`src/rtl/modexp_stream.sv`:
```
// Streaming modular exponentiator: result = m^e mod n. It handles one request at a time
// with a fixed latency and uses bit-serial Blakley modular multipliers.
module modexp_stream #(
    parameter int WIDTH = 16,
    parameter int TAG_W = 4
) (
    input  logic             clk,
    input  logic             rst,
    input  logic             in_valid,
    output logic             in_ready,
    input  logic [WIDTH-1:0] m,
    input  logic [WIDTH-1:0] e,
    input  logic [WIDTH-1:0] n,
    input  logic [TAG_W-1:0] in_tag,
    output logic             out_valid,
    input  logic             out_ready,
    output logic [WIDTH-1:0] result,
    output logic [TAG_W-1:0] out_tag,
    output logic             err
);

    localparam int CW = $clog2(WIDTH);
    localparam logic [CW-1:0] LAST = CW'(WIDTH - 1);
    localparam logic [WIDTH-1:0] ONE = {{(WIDTH-1){1'b0}}, 1'b1};

    typedef enum logic [1:0] {IDLE, PREP, EXP, HOLD} state_t;

    state_t            state_q, state_d;
    logic [WIDTH-1:0]  m_q, m_d, e_q, e_d, n_q, n_d;
    logic [TAG_W-1:0]  tag_q, tag_d;
    logic              err_q, err_d;
    logic [WIDTH-1:0]  base_q, base_d, res_q, res_d;
    logic [WIDTH-1:0]  acc_sq_q, acc_sq_d, acc_mul_q, acc_mul_d;
    logic [CW-1:0]     bit_q, bit_d, iter_q, iter_d;

    logic [WIDTH-1:0]  prep_step, sq_step, mul_step_v;

    // One Blakley step: P <- 2P + a_bit*b, then at most two subtractions bring it back below modulus.
    // This needs p < modulus and b < modulus. The two spare bits keep 2P + b from overflowing.
    function automatic logic [WIDTH-1:0] mul_step(input logic [WIDTH-1:0] p,
                                                  input logic             a_bit,
                                                  input logic [WIDTH-1:0] b,
                                                  input logic [WIDTH-1:0] modulus);
        logic [WIDTH+1:0] t;
        t = {1'b0, p, 1'b0} + (a_bit ? {2'b00, b} : {(WIDTH+2){1'b0}});
        if (t >= {2'b00, modulus}) t = t - {2'b00, modulus};
        if (t >= {2'b00, modulus}) t = t - {2'b00, modulus};
        return t[WIDTH-1:0];
    endfunction

    assign prep_step  = mul_step(acc_sq_q, m_q[bit_q], ONE, n_q);
    assign sq_step    = mul_step(acc_sq_q, base_q[bit_q], base_q, n_q);
    assign mul_step_v = mul_step(acc_mul_q, res_q[bit_q], base_q, n_q);

    always_ff @(posedge clk or negedge rst) begin
        if (!rst) begin
            state_q   <= IDLE;
            m_q       <= '0;
            e_q       <= '0;
            n_q       <= '0;
            tag_q     <= '0;
            err_q     <= 1'b0;
            base_q    <= '0;
            res_q     <= '0;
            acc_sq_q  <= '0;
            acc_mul_q <= '0;
            bit_q     <= '0;
            iter_q    <= '0;
        end else begin
            state_q   <= state_d;
            m_q       <= m_d;
            e_q       <= e_d;
            n_q       <= n_d;
            tag_q     <= tag_d;
            err_q     <= err_d;
            base_q    <= base_d;
            res_q     <= res_d;
            acc_sq_q  <= acc_sq_d;
            acc_mul_q <= acc_mul_d;
            bit_q     <= bit_d;
            iter_q    <= iter_d;
        end
    end

    always_comb begin
        state_d   = state_q;
        m_d       = m_q;
        e_d       = e_q;
        n_d       = n_q;
        tag_d     = tag_q;
        err_d     = err_q;
        base_d    = base_q;
        res_d     = res_q;
        acc_sq_d  = acc_sq_q;
        acc_mul_d = acc_mul_q;
        bit_d     = bit_q;
        iter_d    = iter_q;

        unique case (state_q)
            IDLE: begin
                if (in_valid) begin
                    m_d       = m;
                    e_d       = e;
                    n_d       = n;
                    tag_d     = in_tag;
                    base_d    = '0;
                    acc_sq_d  = '0;
                    acc_mul_d = '0;
                    bit_d     = LAST;
                    iter_d    = '0;
                    res_d     = '0;
                    err_d     = 1'b0;
                    // A modulus of 0 or 1 has a trivial answer, so the multiply pipeline is skipped.
                    if (n == '0) begin
                        err_d   = 1'b1;
                        state_d = HOLD;
                    end else if (n == ONE) begin
                        state_d = HOLD;
                    end else begin
                        res_d   = ONE;
                        state_d = PREP;
                    end
                end
            end
            PREP: begin
                acc_sq_d = prep_step;
                if (bit_q == '0) begin
                    base_d   = prep_step;
                    acc_sq_d = '0;
                    bit_d    = LAST;
                    state_d  = EXP;
                end else begin
                    bit_d = bit_q - CW'(1);
                end
            end
            EXP: begin
                acc_sq_d  = sq_step;
                acc_mul_d = mul_step_v;
                if (bit_q == '0) begin
                    // The result multiply always runs so that every exponent bit takes the same time.
                    base_d    = sq_step;
                    if (e_q[iter_q]) res_d = mul_step_v;
                    acc_sq_d  = '0;
                    acc_mul_d = '0;
                    bit_d     = LAST;
                    if (iter_q == LAST) state_d = HOLD;
                    else                iter_d  = iter_q + CW'(1);
                end else begin
                    bit_d = bit_q - CW'(1);
                end
            end
            HOLD: begin
                if (out_ready) state_d = IDLE;
            end
            default: state_d = IDLE;
        endcase
    end

    assign in_ready  = (state_q == IDLE);
    assign out_valid = (state_q == HOLD);
    assign result    = res_q;
    assign out_tag   = tag_q;
    assign err       = err_q;

endmodule

```
`config.mk`:
```
export PLATFORM = sky130hd
export DESIGN_NAME = modexp_stream
export DESIGN_NICKNAME = d
export VERILOG_FILES = /design/src/rtl/modexp_stream.sv
export SDC_FILE = /design/constraint.sdc
export NUM_CORES = 1
export LEC_CHECK = 0
export CORE_ASPECT_RATIO = 1.25
export CORE_MARGIN = 2
export CORE_UTILIZATION = 55
export CTS_CLUSTER_DIAMETER = 150
export DETAILED_ROUTE_END_ITERATION = 10
export PLACE_DENSITY = 0.8
export SETUP_SLACK_MARGIN = 0.1
export SYNTH_ARGS = -nofsm -noshare
export SYNTH_HDL_FRONTEND = slang
export SYNTH_SLANG_ARGS = --single-unit
```
`constraint.sdc`:
```
create_clock -name clk -period 8.1 [get_ports clk]
set_input_delay 1.215 -clock clk [delete_from_list [all_inputs] [get_ports clk]]
set_output_delay 1.215 -clock clk [all_outputs]
set_load 0.02 [all_outputs]
```
# Word level (Yosys, flattened, before mapping)
# Index checks and enable logic that the tools add are counted.
[classes]
order_cmp = 8
n_eq_ne = 12
n_mux = 48
n_addsub = 11
n_reduce_logical = 15
[ops]
columns = ["operator", "n"]
rows = [
  ["$mux 16", 14],
  ["$ge 18x16->1", 6],
  ["$pmux 16 s3", 2],
  ["$pmux 16 s2", 2],
  ["$mux 18", 3],
  ["$sub 18x16->18", 3],
  ["$sub 16x16->16", 3],
  ["$add 17x16->18", 2],
  ["$mux 4", 5],
  ["$add 17x1->18", 1],
  ["$bmux 1 s4", 4],
  ["$eq 16x1->1 const B", 1],
  ["$logic_not 16->1", 1],
  ["$pmux 4 s2", 2],
  ["$mux 2", 7],
  ["$ne 2x2->1 const B", 6],
  ["$reduce_and 4->1", 3],
  ["$lt 4x5->1 const B", 2],
  ["$mux 1", 8],
  ["$pmux 2 s4", 1],
  ["$reduce_and 2->1", 4],
  ["$reduce_and 5->1", 1],
  ["$add 4x1->4 const B", 1],
  ["$eq 2x2->1 const B", 2],
  ["other kinds (9)", 10],
]
[word_totals]
elab_cells = 106
output_inout_bits = 23
reg_bits = 127

# Logic depth before layout (Yosys ltp)
# Gate-level depths: netlist of the first run.
[depth]
ltp_word = 11
ltp_mapped = 39

# Worst setup path after synthesis of the first run
# OpenSTA, ideal clock, no wires.
[synth_path]
path_type = "register -> register"
start = "reg bit_q[0]"
end = "reg acc_sq_q[2]"
path_slack_ns = -0.728
path_stages_with_launch = 39
t_required_ns = 7.959
arrival_time_ns = 8.687
setup_ns = 0.141
synth_period_minus_slack_ns = 8.828
cell_sequence = "dfrtp_1 clkbuf_1 buf_2 mux4_2 mux4_2 clkbuf_1 and2_1 ha_1 fa_1 a211o_1 a21oi_1 a2bb2oi_1 a21oi_1 o21ai_0 a21oi_1 xnor2_1 ha_1 clkbuf_1 [... 3 more ...] o21ai_0 nand2_1 a21oi_2 buf_2 a31oi_1 ha_1 inv_1 fa_1 a21o_1 a221oi_1 o221a_2 o21ai_0 a21o_1 a41oi_1 nand4_1 buf_2 o21ai_0 o221ai_1"
[synth_between]
elab_chain_cells = 10
elab_cells_between_ends = 24
[synth_rtl]
columns = ["element", "line", "text"]
rows = [
  ["from (decl)", "34", "logic [CW-1:0] bit_q, bit_d, iter_q, iter_d;"],
  ["from (signal assigned)", "80", "bit_q <= bit_d;"],
  ["$bmux 1 s4, on equally long branches", "52, 51", ""],
  ["$mux 1, on equally long branches", "52, 51", ""],
  ["$mux 16 or $mux 1 (tied branches)", "45", "t = {1'b0, p, 1'b0} + (a_bit ? {2'b00, b} : {(WIDTH+2){1'b0}});"],
  ["$add 17x16->18 or $add 17x1->18 (tied branches)", "45", ""],
  ["$sub 18x16->18 or $ge 18x16->1 (tied branches)", "46", "if (t >= {2'b00, modulus}) t = t - {2'b00, modulus};"],
  ["$mux 18", "46", ""],
  ["$sub 16x16->16 or $ge 18x16->1 (tied branches)", "47", "if (t >= {2'b00, modulus}) t = t - {2'b00, modulus};"],
  ["$mux 16", "47", ""],
  ["$mux 16, on equally long branches", "139, 127", ""],
  ["$pmux 16 s3 *", "99", "unique case (state_q)"],
  ["to (signal assigned)", "78", "acc_sq_q <= acc_sq_d;"],
  ["to (decl)", "33", "logic [WIDTH-1:0] acc_sq_q, acc_sq_d, acc_mul_q, acc_mul_d;"],
]
# Every way passes the cells marked *; elsewhere a longest branch is shown, timed or not. The select of a mux whose other input is x is not followed.
# A chain may end at the register's enable or synchronous reset.

# Worst setup path after layout of the first run
[layout_path]
start = "reg bit_q[0]"
end = "reg base_q[9]"
[layout_between]
elab_chain_cells = 10
elab_cells_between_ends = 27
[layout_rtl]
columns = ["element", "line", "text"]
rows = [
  ["$bmux 1 s4, on equally long branches", "52, 51", ""],
  ["$mux 1, on equally long branches", "52, 51", ""],
  ["$mux 16 or $mux 1 (tied branches)", "45", ""],
  ["$add 17x16->18 or $add 17x1->18 (tied branches)", "45", ""],
  ["$sub 18x16->18 or $ge 18x16->1 (tied branches)", "46", ""],
  ["$mux 18", "46", ""],
  ["$sub 16x16->16 or $ge 18x16->1 (tied branches)", "47", ""],
  ["$mux 16", "47", ""],
  ["$mux 16, on equally long branches", "139, 127", ""],
  ["$pmux 16 s3", "99", ""],
  ["to (signal assigned)", "76", "base_q <= base_d;"],
  ["to (decl)", "32", "logic [WIDTH-1:0] base_q, base_d, res_q, res_d;"],
]
# Parallel ways exist; a longest one is shown, timed or not. The select of a mux whose other input is x is not followed.

==> results of run 1 <==
[cell usage after synthesis, drive strengths merged, types with 5 or more instances]
master / count / area [um^2]
a31oi: 10 / 62.56
mux2i: 38 / 380.4
nand4: 12 / 81.33
xor2: 28 / 245.2
ha: 133 / 1664
o21ai: 108 / 544.3
nor3: 22 / 110.1
and3: 6 / 37.54
a22o: 16 / 140.1
mux2: 77 / 867.1
nand3: 32 / 160.2
a21o: 39 / 292.8
nor4: 6 / 52.55
nand2b: 14 / 87.58
o211ai: 9 / 67.56
o21a: 18 / 135.1
o21bai: 14 / 105.1
xnor2: 64 / 560.5
o221ai: 30 / 262.8
a211o: 5 / 43.79
a221oi: 7 / 73.82
o31ai: 8 / 60.06
clkbuf: 36 / 135.1
buf: 7 / 42.54
a21oi: 95 / 486.7
nand2: 144 / 540.5
mux4: 19 / 427.9
and2: 35 / 219.0
a221o: 7 / 70.07
inv: 56 / 210.2
dfrtp: 127 / 3178
a211oi: 14 / 120.1
a21boi: 5 / 37.54
nor2b: 20 / 125.1
fa: 8 / 160.2
or3: 14 / 92.59
nor2: 90 / 337.8
[sequential cells by signal (all words and copies together) (netlist names)]
signal,count
acc_mul_q,16
state_q,2
result,16
m_q,16
err,1
iter_q,4
base_q,16
e_q,16
n_q,16
acc_sq_q,16
bit_q,4
out_tag,4
[stage by stage]
stage | instance area (um^2) | instances | power, mW | utilization
floorplan | 12800 | 1424 | 0.6469 | -
global placement | 14070 | 1792 | 0.6884 | 0.6170
detailed placement | 14070 | 1792 | 0.6892 | 0.6170
CTS | 14690 | 1824 | 1.449 | 0.6441
global route | 15770 | 1868 | 1.487 | 0.6915
finish | 15770 | 1869 | 1.454 | 0.6916
[layout make-up]
cell class                      instances  share of cell area
Antenna cell                            1           0.0001586
Tap cell                              288             0.02284
Clock buffer                           17             0.02697
Clock inverter                         15             0.01007
Multi-Input combinational cell       1198              0.6216
Inverter                               56             0.01333
Timing Repair Buffer                  167              0.1034
Sequential cell                       127              0.2016
[timing repair]
action	in CTS	in global routing
gates cloned	0	7
pin swaps	0	73
setup buffers	0	38
setup endpoints to repair	53	64
resized for setup	10	136
[routing by layer]
metal | GRT usage | part of all wire
met5 | 0 | 0
met4 | 0.2008 | 0.087
met3 | 0.05234 | 0.078
met2 | 0.5260 | 0.47
met1 | 0.3788 | 0.36
[logic make-up (layout without fill, tap and decap cells)]
group | Yosys count | after routing | share of synthesized area
flip-flops | 127 | 127 | 0.2500
multiplexers | 134 | 134 | 0.1318
other | 0 | 1 | 0
AO/OA/AOI/OAI | 419 | 419 | 0.2251
adder cells (fa/ha/maj) | 141 | 141 | 0.1435
buffers and inverters | 99 | 255 | 0.03051
AND/OR/NAND/NOR | 412 | 412 | 0.1557
XOR/XNOR | 92 | 92 | 0.06339
[power breakdown]
| group | switching [mW] | leakage [nW] | internal [mW] |
|---|---|---|---|
| sequential | 0 | 1.70 | 0.634 |
| clock | 0.361 | 0.292 | 0.415 |
| combinational | 0.0193 | 5.27 | 0.0238 |
| total | 0.380 | 7.26 | 1.07 |
[worst min-delay path by stage]
stage / from / slack, ns / end
finish: e_q[10] / 0.50 / e_q[10]
global route: m_q[3] / 0.52 / m_q[3]
CTS: e_q[10] / 0.50 / e_q[10]
detailed placement: acc_mul_q[10] / 0.49 / acc_mul_q[10]
global placement: acc_mul_q[4] / 0.48 / acc_mul_q[4]
floorplan: acc_mul_q[13] / 0.46 / acc_mul_q[13]
==> impl_results.rst, run 1 <==
.. list-table::
   :header-rows: 1

   * - Metric
     - Value
   * - Largest net degree at the start of global routing
     - between 60 and 70
   * - Total gr overflow
     - 0
   * - Minimum clock period
     - approximately 8 ns
   * - Routed wirelength normalized by instance count
     - 23.07 um
   * - Critical path endpoint
     - base_q[9]
   * - Required time at the endpoint of the critical path
     - roughly 8.4 ns
   * - Count of cell types in the netlist
     - 78
   * - Total number of yosys warnings
     - 0
   * - Initial core utilization
     - 0.5574
   * - Instance count of the mapped netlist
     - around 1400
   * - Critical path's slowest cell
     - sky130_fd_sc_hd__mux4_2
   * - Number of H-tree branching levels
     - 4
   * - Worst-case setup margin in the final layout
     - -0.1064 ns
   * - Hold Vio Cnt, Final
     - 0
   * - TritonRoute pass-1 iters
     - 6
   * - Pre-CTS worst setup slack
     - -0.05077 ns
   * - Outcome
     - finished, violations left
   * - CP peak stage delay
     - just under 0.6 ns
   * - Maximum clock rate
     - approximately 120 MHz
   * - Via count
     - between 10000 and 15000
   * - Leakage Power
     - about 7.3 nW
   * - Post-synth EDFFs
     - 0
   * - Flop-to-flop setup slack
     - -0.11 ns
   * - Peak VDD IR
     - 0.0001605 V
   * - Synthesis-stage register bit count
     - around 130
   * - Slew Viols, Final
     - 0
   * - Data arrival time at the worst-slack endpoint
     - between 8 and 9 ns
   * - Input/output buffers
     - 78
   * - Endpoint of the worst-slack reg-to-reg timing path
     - base_q[9]
   * - Power density over cell area
     - 92.16 nW/um^2
   * - Type of the setup path with the least slack
     - flip-flop to flip-flop
   * - Rows
     - between 60 and 70
   * - Hold-fix buffers, CTS
     - 0
   * - Placed wire-length estimate
     - 29.66 mm
   * - Relative slew slack
     - 0.02832
   * - CP Depth
     - 35
   * - Master cell of the clock root buffer
     - sky130_fd_sc_hd__clkbuf_16
   * - Residual DRC
     - 0
   * - Hold Worst Slack
     - between 0.4 and 0.5 ns
   * - Layout Nets
     - approximately 1800
   * - Number of filler cells placed in the layout
     - about 1700
   * - Area of all sequential standard cells
     - 3179 um^2
   * - Proportion of synthesized chip area in sequential cells
     - 0.2500
   * - Syn-to-layout area delta
     - 24.08%
   * - Most common cell after layout, fill and taps aside
     - sky130_fd_sc_hd__nand2_1
   * - Worst clock skew
     - 0.01181 ns
   * - Clock tree from TritonCTS
     - built
   * - Clock input transition at the sequential cells of the worst setup and hold paths
     - approximately 0.07 ns
   * - Share of the clock period used by the worst path after layout
     - 1.013
   * - RSZ-0062 raised after global routing
     - yes
   * - Layout cells sized above 1
     - 0.2190
   * - CP top delay family
     - compound AO/OA/AOI/OAI gates
   * - Launching element of the worst setup path
     - bit_q[0]
   * - Area of the die
     - around 24000 um^2
   * - Number of global-route vias before repair
     - between 10000 and 15000
   * - Worst skew pair latency
     - between 0.4 and 0.5 ns
   * - Syn Std Cell Area
     - approximately 13000 um^2
   * - Most used cells in the layout excluding fill and tap cells
     - 138 x sky130_fd_sc_hd__nand2_1, 126 x sky130_fd_sc_hd__dfrtp_1, 114 x sky130_fd_sc_hd__ha_1
   * - Drt initial violations
     - around 1200
   * - Largest fanout of any net on the critical path
     - 7
   * - Number of CTS-inserted buffers
     - 17
   * - Post-synthesis async set-or-reset flop share
     - 1.000
   * - Worst reg2reg startpoint
     - bit_q[0]
   * - Setup total negative slack
     - -0.9808 ns
   * - Worst path bufs/invs
     - 4
   * - Global-route wire length before repair
     - roughly 61 mm
   * - Worst hold path class
     - flip-flop to flip-flop
   * - Final WL
     - approximately 43 mm
   * - CTS sink cnt
     - approximately 130
   * - Most instantiated flip-flop cell in the synthesis netlist
     - sky130_fd_sc_hd__dfrtp_1
   * - Number of cell instances on the worst register-to-register path
     - 35
   * - Net Count, Synth
     - ~1600
   * - Final setup fails
     - 20
   * - Routed via count divided by cell count
     - a little under 7
   * - Max Cap Viol
     - 0
   * - Gp weighted congestion
     - between 1 and 1.5
   * - Antenna violations before repair
     - 1
   * - Sort of element at the end of the critical path
     - flip-flop
   * - Violations in the final reports
     - setup timing
   * - Number of instances on the worst hold path
     - 1
   * - Most frequent cell on the critical path
     - sky130_fd_sc_hd__a21o_1
   * - Area of the core region
     - ~23000 um^2
   * - Sort of element at the start of the critical path
     - flip-flop
   * - Total routing resource utilization after global routing
     - 0.3159
   * - Antenna violation net count after detailed routing
     - 0
   * - Count of boundary I/O pins
     - 79
   * - Number of buffers on the longest clock path
     - 2
   * - Multi-input logic area
     - between 9000 and 10000 um^2
   * - Avg Inst Size Synth
     - between 8 and 9 um^2
   * - Overall die height
     - approximately 170 um
   * - Transition at the pin with the smallest max-transition slack
     - between 1 and 1.5 ns
   * - Die X-Extent
     - 140.0 um
Power figures use the tool's default switching activity.
==> run 2: changes to the inputs <==
--- a/config.mk
+++ b/config.mk
@@ -5,6 +5,7 @@
 export SDC_FILE = /design/constraint.sdc
 export NUM_CORES = 1
 export LEC_CHECK = 0
+export CAP_MARGIN = 25
 export CORE_ASPECT_RATIO = 1.25
 export CORE_MARGIN = 2
 export CORE_UTILIZATION = 55
==> impl_results.rst, run 2 (synthesized netlist as in run 1, its figures left out) <==
.. list-table::
   :header-rows: 1

   * - Metric
     - Value
   * - Outcome
     - finished, violations left
   * - Violations in the final reports
     - setup timing
   * - Relative slew slack
     - 0.3880 (+0.3597)
   * - Max Cap Viol
     - 0 (unchanged)
   * - Antenna violation net count after detailed routing
     - 0 (unchanged)
   * - Final WL
     - 42.41 mm (-1.7%)
   * - Rows
     - 62 (unchanged)
   * - Area of the die
     - 24350 um^2 (unchanged)
   * - Pre-CTS worst setup slack
     - -0.02354 ns (+0.02723 ns)
   * - Count of boundary I/O pins
     - 79 (unchanged)
   * - Initial core utilization
     - 0.5574 (unchanged)
   * - Routed wirelength normalized by instance count
     - 22.62 um (-2.0%)
   * - Data arrival time at the worst-slack endpoint
     - 8.50 ns (+0.03 ns)
   * - Master cell of the clock root buffer
     - sky130_fd_sc_hd__clkbuf_16
   * - TritonRoute pass-1 iters
     - 7 (+1)
   * - Worst clock skew
     - 0.01482 ns (+0.003013 ns)
   * - Total gr overflow
     - 0 (unchanged)
   * - Worst-case setup margin in the final layout
     - -0.07616 ns (+0.03019 ns)
   * - Most frequent cell on the critical path
     - sky130_fd_sc_hd__buf_6
   * - Final setup fails
     - 13 (-35%)
   * - Minimum clock period
     - 8.176 ns (-0.03019 ns)
   * - Number of filler cells placed in the layout
     - 1718 (+2.0%)
   * - Worst skew pair latency
     - 0.44 ns (about the same)
   * - Number of antenna diodes
     - 0 (-1)
   * - Number of global-route vias before repair
     - 11840 (+0.61%)
   * - Critical path's slowest cell
     - sky130_fd_sc_hd__mux4_2
   * - Largest net degree at the start of global routing
     - 68 (unchanged)
   * - Hold Vio Cnt, Final
     - 0 (unchanged)
   * - Final standard cell count with taps included and fillers excluded
     - 1875 (+0.32%)
   * - Most used cells in the layout excluding fill and tap cells
     - 141 x sky130_fd_sc_hd__nand2_1, 125 x sky130_fd_sc_hd__dfrtp_1, 115 x sky130_fd_sc_hd__ha_1
   * - Layout Nets
     - 1771 (+0.40%)
   * - Hold-fix buffers, CTS
     - 0 (unchanged)
   * - Maximum clock rate
     - 122.3 MHz (+0.37%)
   * - Residual DRC
     - 0 (unchanged)
   * - Total routing resource utilization after global routing
     - 0.3183 (+0.002413)
   * - Slew Viols, Final
     - 0 (unchanged)
   * - CP peak stage delay
     - 0.60 ns (+0.02 ns)
   * - Gp weighted congestion
     - 1.002 (unchanged)
   * - Clock tree from TritonCTS
     - built
   * - Syn-to-layout area delta
     - 24.09% (about the same)
   * - Overall die height
     - 174.0 um (unchanged)
   * - Leakage Power
     - 7.299 nW (+0.46%)
   * - Share of the core filled with cells in the final layout
     - 0.6917 (about the same)
   * - Routed via count divided by cell count
     - 6.697 (-1.0%)
   * - Sort of element at the start of the critical path
     - flip-flop
   * - Post-route design area
     - 15780 um^2 (about the same)
   * - Placed wire-length estimate
     - 29.68 mm (about the same)
   * - Worst hold path class
     - flip-flop to flip-flop
   * - Transition at the pin with the smallest max-transition slack
     - 0.9180 ns (-0.5284 ns)
   * - Input/output buffers
     - 78 (unchanged)
   * - Number of CTS-inserted buffers
     - 17 (unchanged)
   * - Sort of element at the end of the critical path
     - flip-flop
   * - Post-place instance area
     - 14080 um^2 (about the same)
   * - Die X-Extent
     - 140.0 um (unchanged)
   * - Number of buffers on the longest clock path
     - 2 (unchanged)
   * - Share of the clock period used by the worst path after layout
     - 1.009 (-0.003728)
   * - Largest fanout of any net on the critical path
     - 7 (unchanged)
   * - Clock input transition at the sequential cells of the worst setup and hold paths
     - 0.07 ns (about the same)
   * - RSZ-0062 raised after global routing
     - yes
   * - Required time at the endpoint of the critical path
     - 8.42 ns (+0.06 ns)
   * - CTS sink cnt
     - 127 (unchanged)
   * - Layout cells sized above 1
     - 0.2142 (-0.004747)
   * - Most common cell after layout, fill and taps aside
     - sky130_fd_sc_hd__nand2_1
   * - Placed insts
     - 1793 (+0.056%)
   * - Peak VDD IR
     - 0.0001589 V (-1.0%)
   * - Number of cell instances on the worst register-to-register path
     - 37 (+5.7%)
   * - Power density over cell area
     - 92.74 nW/um^2 (+0.63%)
   * - Global-route wire length before repair
     - 61.61 mm (+0.44%)
   * - Total chip power
     - 1.463 mW (+0.64%)
   * - Via count
     - 12560 (-0.69%)
   * - Number of H-tree branching levels
     - 4 (unchanged)
   * - Area of the core region
     - 22810 um^2 (unchanged)
   * - Type of the setup path with the least slack
     - flip-flop to flip-flop
   * - Number of instances on the worst hold path
     - 1 (unchanged)
   * - Antenna violations before repair
     - 0 (-1)
   * - Drt initial violations
     - 1217 (-1.1%)
==> run 2: cell count changes in the layout (fill, tap and decap cells not counted), moves of 2 or more <==
cell | before | now
sky130_fd_sc_hd__a21oi_1 | 77 | 81
sky130_fd_sc_hd__a21oi_2 | 16 | 12
sky130_fd_sc_hd__and2_1 | 31 | 33
sky130_fd_sc_hd__buf_4 | 72 | 77
sky130_fd_sc_hd__clkinv_8 | 1 | 6
sky130_fd_sc_hd__inv_8 | 8 | 4
sky130_fd_sc_hd__mux2i_1 | 32 | 29
sky130_fd_sc_hd__mux2i_2 | 0 | 3
sky130_fd_sc_hd__nand2_1 | 138 | 141
sky130_fd_sc_hd__nand2_2 | 5 | 3
sky130_fd_sc_hd__o21ai_0 | 74 | 76
sky130_fd_sc_hd__o21ai_4 | 7 | 5
sky130_fd_sc_hd__o221ai_1 | 22 | 28
sky130_fd_sc_hd__o221ai_2 | 8 | 2
==> run 2: worst paths after layout <==
path	endpoint	from	slack (ns)
worst max register to register	base_q[1]	bit_q[0]	-0.08
max in group asynchronous	n_q[12]	rst	5.85
worst min register to register	m_q[8]	m_q[8]	0.50
min in group asynchronous	acc_sq_q[12]	rst	0.87
worst max-delay path	base_q[1]	bit_q[0]	-0.08
worst min-delay path	m_q[8]	m_q[8]	0.50
==> run 2: routing by layer <==
metal  GRT usage  share of wire
met4      0.1958          0.075
met2      0.5297           0.48
met1      0.3858           0.37
met3     0.05124          0.077
met5           0              0
==> run 2: what timing repair did <==
action	4_1_cts	5_1_grt
setup buffers	0	43
endpoints found under the setup margin	42	64
gates resized for setup	9	122
gates cloned	0	7
pin swaps	0	66
==> run 2: through the flow <==
stage | hold WS, ns | TNS [ns]
final | 0.5043 | -0.4963
after floorplan | 0.4563 | 0
after global placement | 0.4784 | 0
after global routing | 0.5178 | -8.527
after detailed placement | 0.4863 | -0.03726
after CTS | 0.5048 | 0
==> run 2: critical path, delay by kind of cell, from the launching register on <==
kind	cells	cell delay [ns]
AO/OA/AOI/OAI	17	3.39
adder cells (fa/ha/maj)	5	1.43
multiplexers	3	1.25
AND/OR/NAND/NOR	6	0.76
buffers and inverters	5	0.61
flip-flops	1	0.40
XOR/XNOR	1	0.20
==> run 2: report_power, final <==
part	internal [mW]	switching (mW)
logic	0.0238	0.0190
registers	0.634	0
clock network	0.419	0.367
total	1.08	0.386
==> run 2: area by class of cell <==
| type | instances | area [um^2] | area share |
|---|---|---|---|
| Multi-Input combinational cell | 1198 | 9712 | 0.6156 |
| Sequential cell | 127 | 3181 | 0.2016 |
| Timing Repair Buffer | 174 | 1700 | 0.1078 |
| Clock buffer | 17 | 425.4 | 0.02697 |
| Tap cell | 288 | 360.3 | 0.02284 |
| Inverter | 56 | 210.2 | 0.01332 |
| Clock inverter | 15 | 186.4 | 0.01182 |
